[src/rtl/branch_predict_unit.sv]
// branch_predict_unit -- direct-mapped branch target buffer with a 2-bit
// bimodal counter per entry, plus branch / mispredict statistics counters.
//
// Ports
//   clk, reset              : clock, asynchronous active-low reset
//   fetch_pc                : PC looked up this cycle (combinational result)
//   pred_hit/taken/next_pc  : lookup result for fetch_pc
//   upd_*                   : resolved control transfer from execute, applied
//                             at the next rising edge
//   upd_pred_taken/target   : prediction originally made for upd_pc
//   flush                   : invalidate every entry (wins over an update)
//   clr_stats               : zero the statistics (wins over an increment)
//   mispredict              : combinational mispredict flag for the update
//   br_count, mp_count      : saturating statistics counters

// One table entry. The top decodes the update index into upd_en, so each
// entry only decides hit/allocate against its own tag.
module bpu_entry #(
  parameter int XLEN = 32,
  parameter int TW   = 26
) (
  input  logic            clk,
  input  logic            reset,
  input  logic            flush,
  input  logic            upd_en,
  input  logic            upd_taken,
  input  logic            upd_is_jump,
  input  logic [TW-1:0]   upd_tag,
  input  logic [XLEN-1:0] upd_target,
  output logic            vld,
  output logic [TW-1:0]   tag,
  output logic [XLEN-1:0] tgt,
  output logic            jmp,
  output logic [1:0]      ctr
);
  logic            vld_q, vld_d;
  logic [TW-1:0]   tag_q, tag_d;
  logic [XLEN-1:0] tgt_q, tgt_d;
  logic            jmp_q, jmp_d;
  logic [1:0]      ctr_q, ctr_d;
  logic            hit;

  always_comb begin
    vld_d = vld_q;
    tag_d = tag_q;
    tgt_d = tgt_q;
    jmp_d = jmp_q;
    ctr_d = ctr_q;
    hit   = vld_q && (tag_q == upd_tag);
    if (flush) begin
      vld_d = 1'b0;
    end else if (upd_en) begin
      if (hit) begin
        if (upd_taken) begin
          ctr_d = (ctr_q == 2'd3) ? 2'd3 : ctr_q + 2'd1;
          tgt_d = upd_target;
          jmp_d = upd_is_jump;
        end else begin
          ctr_d = (ctr_q == 2'd0) ? 2'd0 : ctr_q - 2'd1;
        end
      end else if (upd_taken) begin
        // Taken miss replaces whatever lives at this index.
        vld_d = 1'b1;
        tag_d = upd_tag;
        tgt_d = upd_target;
        jmp_d = upd_is_jump;
        ctr_d = 2'd2;
      end
    end
  end

  always_ff @(posedge clk or negedge reset) begin
    if (!reset) begin
      vld_q <= 1'b0;
      tag_q <= '0;
      tgt_q <= '0;
      jmp_q <= 1'b0;
      ctr_q <= 2'd1;
    end else begin
      vld_q <= vld_d;
      tag_q <= tag_d;
      tgt_q <= tgt_d;
      jmp_q <= jmp_d;
      ctr_q <= ctr_d;
    end
  end

  assign vld = vld_q;
  assign tag = tag_q;
  assign tgt = tgt_q;
  assign jmp = jmp_q;
  assign ctr = ctr_q;
endmodule

module branch_predict_unit #(
  parameter int XLEN    = 32,
  parameter int ENTRIES = 16,
  parameter int CNT_W   = 16
) (
  input  logic             clk,
  input  logic             reset,
  input  logic [XLEN-1:0]  fetch_pc,
  output logic             pred_hit,
  output logic             pred_taken,
  output logic [XLEN-1:0]  pred_next_pc,
  input  logic             upd_valid,
  input  logic [XLEN-1:0]  upd_pc,
  input  logic             upd_is_jump,
  input  logic             upd_taken,
  input  logic [XLEN-1:0]  upd_target,
  input  logic             upd_pred_taken,
  input  logic [XLEN-1:0]  upd_pred_target,
  input  logic             flush,
  input  logic             clr_stats,
  output logic             mispredict,
  output logic [CNT_W-1:0] br_count,
  output logic [CNT_W-1:0] mp_count
);
  localparam int IW = $clog2(ENTRIES);
  localparam int TW = XLEN - IW - 2;

  logic [ENTRIES-1:0]           ent_vld;
  logic [ENTRIES-1:0][TW-1:0]   ent_tag;
  logic [ENTRIES-1:0][XLEN-1:0] ent_tgt;
  logic [ENTRIES-1:0]           ent_jmp;
  logic [ENTRIES-1:0][1:0]      ent_ctr;

  logic [IW-1:0] f_idx, u_idx;
  logic [TW-1:0] f_tag, u_tag;
  logic          unused_pc_lsbs;

  assign f_idx = fetch_pc[IW+1:2];
  assign f_tag = fetch_pc[XLEN-1:IW+2];
  assign u_idx = upd_pc[IW+1:2];
  assign u_tag = upd_pc[XLEN-1:IW+2];
  // Instruction-aligned bits of the update PC carry no table information.
  assign unused_pc_lsbs = ^upd_pc[1:0];

  for (genvar i = 0; i < ENTRIES; i++) begin : g_ent
    bpu_entry #(.XLEN(XLEN), .TW(TW)) u_ent (
      .clk         (clk),
      .reset       (reset),
      .flush       (flush),
      .upd_en      (upd_valid && (u_idx == IW'(i))),
      .upd_taken   (upd_taken),
      .upd_is_jump (upd_is_jump),
      .upd_tag     (u_tag),
      .upd_target  (upd_target),
      .vld         (ent_vld[i]),
      .tag         (ent_tag[i]),
      .tgt         (ent_tgt[i]),
      .jmp         (ent_jmp[i]),
      .ctr         (ent_ctr[i])
    );
  end

  // Lookup reads registered contents only: a same-cycle update is not
  // forwarded.
  assign pred_hit     = ent_vld[f_idx] && (ent_tag[f_idx] == f_tag);
  assign pred_taken   = pred_hit && (ent_jmp[f_idx] || ent_ctr[f_idx][1]);
  assign pred_next_pc = pred_taken ? ent_tgt[f_idx] : fetch_pc + XLEN'(4);

  assign mispredict = upd_valid &&
                      ((upd_taken != upd_pred_taken) ||
                       (upd_taken && (upd_target != upd_pred_target)));

  logic [CNT_W-1:0] br_count_q, br_count_d;
  logic [CNT_W-1:0] mp_count_q, mp_count_d;

  always_comb begin
    br_count_d = br_count_q;
    mp_count_d = mp_count_q;
    if (clr_stats) begin
      br_count_d = '0;
      mp_count_d = '0;
    end else begin
      if (upd_valid  && !(&br_count_q)) br_count_d = br_count_q + CNT_W'(1);
      if (mispredict && !(&mp_count_q)) mp_count_d = mp_count_q + CNT_W'(1);
    end
  end

  always_ff @(posedge clk or negedge reset) begin
    if (!reset) begin
      br_count_q <= '0;
      mp_count_q <= '0;
    end else begin
      br_count_q <= br_count_d;
      mp_count_q <= mp_count_d;
    end
  end

  assign br_count = br_count_q;
  assign mp_count = mp_count_q;
endmodule

[config.mk]
export PLATFORM = sky130hd
export DESIGN_NAME = branch_predict_unit
export DESIGN_NICKNAME = d
export VERILOG_FILES = /design/src/rtl/branch_predict_unit.sv
export SDC_FILE = /design/constraint.sdc
export NUM_CORES = 2
export LEC_CHECK = 0
export ABC_CLOCK_PERIOD_IN_PS = 7300
export CAP_MARGIN = 20
export CORE_UTILIZATION = 40
export CTS_BUF_LIST = sky130_fd_sc_hd__clkbuf_16
export CTS_CLUSTER_DIAMETER = 200
export DETAILED_ROUTE_END_ITERATION = 6
export DONT_BUFFER_PORTS = 1
export GPL_TIMING_DRIVEN = 0
export PLACE_DENSITY = 0.52
export RECOVER_POWER = 25
export SLEW_MARGIN = 15
export SYNTH_ARGS = -nofsm -noshare
export SYNTH_HDL_FRONTEND = slang
export SYNTH_HIERARCHICAL = 1
export SYNTH_SLANG_ARGS = --single-unit
[constraint.sdc]
create_clock -name clk -period 7.3 [get_ports clk]
set_clock_uncertainty 0.1 [all_clocks]
set_input_delay 1.46 -clock clk [delete_from_list [all_inputs] [get_ports clk]]
set_output_delay 1.46 -clock clk [all_outputs]
set_load 0.02 [all_outputs]
==> impl_results.rst <==
.. list-table::
   :header-rows: 1

   * - Metric
     - Value
   * - Number of I/O port buffers
     - 0
   * - Count of standard-cell rows
     - about 130
   * - GRT Resource Usage Total
     - 0.285
   * - Met2 routed wirelength
     - 89900 um
   * - Highest routed layer
     - met5
   * - First-pass GRT wire length
     - 276000 um
   * - Finished layout cell area
     - between 60000 and 70000 um2
   * - Worst hold margin
     - roughly 0.3 ns
   * - Critical setup path kind
     - in -> out
   * - Number of hold violations in the final report
     - 0
   * - Achievable clock frequency
     - between 0.1 and 0.15 GHz
   * - Sequential fraction of the synthesis area
     - 0.473
   * - Final number of max-transition violations
     - roughly 600
   * - Routed length per placed instance
     - between 30 and 40 um
   * - Post-CTS Hold Buffers
     - 0
   * - FF+latch count, synth
     - 1024
   * - Leading cell type by number of instances after synthesis
     - sky130_fd_sc_hd__dfrtp_1
   * - Xor and xnor fraction of the mapped netlist area
     - 0.0820
   * - Per-cell via count in the routed design
     - roughly 6
   * - TritonCTS clock tree
     - done
   * - Unrepaired setup endpoints after global routing
     - false
   * - Number of warnings issued by yosys
     - 6
   * - Result of the run
     - complete, but fails checks
   * - Share of async-settable or async-resettable flops after synthesis
     - 1.00
   * - Initial core utilization
     - 0.405
   * - Area of the die
     - between 100000 and 150000 um2
   * - Arrival time worst endpoint
     - ~5.7 ns
   * - Post-detailed-routing wire length
     - between 150000 and 200000 um
   * - Arithmetic-cell share of the synthesized area counting full adders, half adders and majority gates
     - 0.00364
   * - Number of distinct standard cells referenced by the synthesized netlist
     - 83
   * - Hold crit path type
     - in -> async
   * - Final worst path period need
     - 7.30 ns
   * - Sw power
     - around 4.2 mW
   * - Post-synth design cell area
     - 54300 um2
   * - Count of flip-flops with a built-in enable after synthesis
     - 0
   * - Total power divided by cell area
     - about 250 nW/um2
   * - Num ports
     - 203
   * - Via count
     - ~35000
   * - Clock slew seen by the registers of the worst setup and hold paths
     - about 0.060 ns
   * - Max Root-Sink Buffers
     - 3
   * - Postcts setup bufs
     - 0
   * - Overflow left after global routing
     - 0
   * - Gate power share
     - 0.161
   * - Die span in x
     - ~370 um
   * - DIE HEIGHT
     - 370 um
   * - Placed Instance Area
     - 56500 um2
   * - Number of nets in the layout
     - 4222
   * - Startpoint Class
     - primary input
   * - HPWL after detailed placement
     - between 100000 and 150000 um
   * - Vias in the first global route
     - about 35000
   * - Net Count, Synth
     - 4094
   * - Max transition margin
     - -1.66
   * - Core Region
     - around 130000 um2
   * - Internal power of the cells
     - around 11 mW
   * - DR WL met3
     - 15400 um
   * - Critical path required time
     - roughly 5.7 ns
   * - Fraction of power consumed by the clock network
     - 0.382
   * - Startpoint of the worst-slack reg-to-reg timing path
     - g_ent[4].u_ent/tag[12]
   * - Main combinational cell family by area after synthesis
     - multiplexers
   * - Worst flop-to-flop path endpoint
     - g_ent[4].u_ent/tag[14]
   * - Nature of the critical path endpoint
     - output pin
   * - Clock latency on the worst-skew pair
     - ~0.77 ns
   * - Final weighted congestion of routability-driven global placement
     - 0.997
   * - Number of buffers created by CTS
     - 117
   * - Area share of the largest cell type after synthesis
     - 0.465
   * - H-tree lvl count
     - 3
   * - Proportion of power drawn by flip-flops and latches
     - 0.457
   * - First-pass DRT Iterations
     - 6
   * - Ranking of synthesized cells by area
     - sky130_fd_sc_hd__dfrtp_1 46%, sky130_fd_sc_hd__mux2_2 20%, sky130_fd_sc_hd__mux4_2 9.4%
   * - Post-synthesis cell count
     - around 4000
   * - Maximum capacitance violations
     - 4
   * - Post-synth top cells
     - 1008 x sky130_fd_sc_hd__dfrtp_1, 970 x sky130_fd_sc_hd__mux2_2, 408 x sky130_fd_sc_hd__xnor2_1
   * - DRC
     - 0
   * - Post-synth top flop
     - sky130_fd_sc_hd__dfrtp_1
   * - Worst setup slack before clock tree synthesis
     - -0.530 ns
   * - Crit-path max FO
     - 10
   * - Final setup violating endpoints
     - 1
   * - Clock Sink Count
     - 1024
   * - WL met1
     - about 84000 um
   * - Worst path setup slack after routing
     - -0.00356 ns
   * - Fraction of power spent switching nets
     - 0.276
   * - Area fraction in and, or, nand and nor cells after synthesis
     - 0.0576
   * - Initial antenna violation count
     - 10
   * - Synth Area in Compound Gates
     - 0.0312
   * - Actual transition at the worst max-transition pin
     - ~4.0 ns
   * - Non-filler instance count after layout
     - around 6000
   * - Slack of the worst reg-to-reg path
     - around 3.8 ns
   * - Post-detailed-route count of antenna-violating nets
     - 0
   * - Failing checks
     - max-capacitance violations, max-slew violations, negative setup slack
   * - Number of design-rule violations left by the first detailed-router iteration
     - between 2000 and 3000
   * - Synth-to-layout area growth
     - 11.4%
   * - Cell depth of the worst flop-to-flop path
     - 6
   * - Share of post-route cells with drive strength above 1
     - 0.388
   * - Clock tree root driver cell
     - sky130_fd_sc_hd__clkbuf_16
   * - Mux cell area share after synthesis
     - 0.325
   * - Leak
     - approximately 26 nW
   * - Fraction of the cycle the final worst path needs
     - 1.00
   * - Worst voltage drop across the vdd grid
     - about 0.20 mV
   * - Yosys top cell by area
     - sky130_fd_sc_hd__dfrtp_1
   * - Placed instance count
     - 5729
   * - Pin count of the biggest net entering global routing
     - just over 1000
   * - Avg Cell Area, Syn
     - about 14 um2
==> worst max path at each step <==
stage                     cells after the start  slack (ns)         from                to
after floorplan                              11        1.24  fetch_pc[2]  pred_next_pc[14]
after global placement                        9       -0.77  fetch_pc[5]          pred_hit
after detailed placement                     10       -0.53  fetch_pc[3]  pred_next_pc[17]
after CTS                                    12        0.01  fetch_pc[2]  pred_next_pc[25]
after global routing                         10       0.008  fetch_pc[3]  pred_next_pc[17]
final                                        14      -0.004  fetch_pc[2]  pred_next_pc[31]
==> sequential cells by signal, indices dropped and copies added, names as in the netlist <==
register         flops
g_ent.u_ent/vld     16
br_count            16
mp_count            16
g_ent.u_ent/jmp     16
g_ent.u_ent/tag    416
g_ent.u_ent/ctr     32
g_ent.u_ent/tgt    512
==> routing by layer <==
layer	vias to the layer above	GRT usage
met4	8	0.0771
li1	14912	-
met1	18730	0.390
met2	1118	0.446
met3	267	0.0744
met5	-	0
==> stage by stage <==
stage                     power, mW  utilization  TNS (ns)
after global routing           15.7        0.451         0
after global placement         9.28        0.421    -13.67
after detailed placement       9.33        0.422    -11.72
after floorplan                8.59            -         0
after CTS                      15.2        0.451         0
final                          15.1        0.451  -0.00356
==> worst max-delay path, stage by stage <==
cell                      delay (ns)
sky130_fd_sc_hd__buf_6          0.13
sky130_fd_sc_hd__buf_6          0.25
sky130_fd_sc_hd__buf_8          0.25
sky130_fd_sc_hd__buf_8          0.27
sky130_fd_sc_hd__buf_4          0.30
sky130_fd_sc_hd__buf_2          0.39
sky130_fd_sc_hd__and4_1         0.39
sky130_fd_sc_hd__nand3_1        0.45
sky130_fd_sc_hd__nor3_2         0.38
sky130_fd_sc_hd__and2_1         0.24
sky130_fd_sc_hd__nor2b_1        0.27
sky130_fd_sc_hd__nand3_1        0.15
sky130_fd_sc_hd__xnor2_1        0.42
sky130_fd_sc_hd__mux2_2         0.34
==> cell usage in the layout, fill, tap and decap left out, types with 8 or more instances in the layout <==
master                      count
sky130_fd_sc_hd__clkinv_2      24
sky130_fd_sc_hd__nand2_1       90
sky130_fd_sc_hd__and2_1         8
sky130_fd_sc_hd__o21ai_0       10
sky130_fd_sc_hd__mux2_4        29
sky130_fd_sc_hd__a22o_1        11
sky130_fd_sc_hd__nand3_1       36
sky130_fd_sc_hd__nor4_1        12
sky130_fd_sc_hd__a22oi_1       19
sky130_fd_sc_hd__a31oi_2       16
sky130_fd_sc_hd__o22ai_1       30
sky130_fd_sc_hd__dfrtp_1     1008
sky130_fd_sc_hd__xor2_1       100
sky130_fd_sc_hd__clkbuf_16    118
sky130_fd_sc_hd__maj3_1        16
sky130_fd_sc_hd__nor2_1       114
sky130_fd_sc_hd__or3_1          8
sky130_fd_sc_hd__and3_1        12
sky130_fd_sc_hd__mux4_2       226
sky130_fd_sc_hd__buf_1          9
sky130_fd_sc_hd__inv_1         74
sky130_fd_sc_hd__nor2b_1       30
sky130_fd_sc_hd__dfstp_2       16
sky130_fd_sc_hd__clkinv_1      36
sky130_fd_sc_hd__nor3_1        41
sky130_fd_sc_hd__mux2i_1      115
sky130_fd_sc_hd__buf_6         54
sky130_fd_sc_hd__and3_2        16
sky130_fd_sc_hd__nand4_1      120
sky130_fd_sc_hd__mux2_2       970
sky130_fd_sc_hd__buf_4         10
sky130_fd_sc_hd__clkbuf_1      48
sky130_fd_sc_hd__nand2b_1      28
sky130_fd_sc_hd__a21oi_1       87
sky130_fd_sc_hd__xnor2_1      408
sky130_fd_sc_hd__buf_2         64
sky130_fd_sc_hd__nor4_2        18
sky130_fd_sc_hd__clkbuf_2       9
sky130_fd_sc_hd__bufinv_16      9
==> kinds of logic after synthesis <==
| family | count (synthesis) |
|---|---|
| AO/OA/AOI/OAI | 238 |
| adder cells (fa/ha/maj) | 19 |
| flip-flops | 1024 |
| buffers and inverters | 257 |
| AND/OR/NAND/NOR | 568 |
| XOR/XNOR | 508 |
| multiplexers | 1341 |
==> cell type report <==
class	count	area, um2
Antenna cell	5	12.5
Buffer	201	1400
Clock buffer	118	2950
Clock inverter	100	779
Fill cell	12323	73500
Inverter	53	199
Multi-Input combinational cell	2674	27100
Sequential cell	1024	25600
Tap cell	1768	2210
Timing Repair Buffer	12	153
==> repair_timing <==
| action | in CTS | in global routing |
|---|---|---|
| setup endpoints to repair | 33 | 10 |
| hold endpoints to repair | 0 | 0 |
| resized for setup | 28 | 2 |
| pin swaps | 0 | 1 |
==> power groups by stage <==
stage                     Clock [mW]  Sequential, mW  Combinational, mW
final                           5.79            6.92               2.43
after global routing            6.14            7.02               2.59
after CTS                       5.92            6.92               2.33
after global placement             0            7.00               2.28
after floorplan                    0            6.84               1.75
after detailed placement           0            7.02               2.31
No activity file was read; power rests on OpenSTA's default activity.
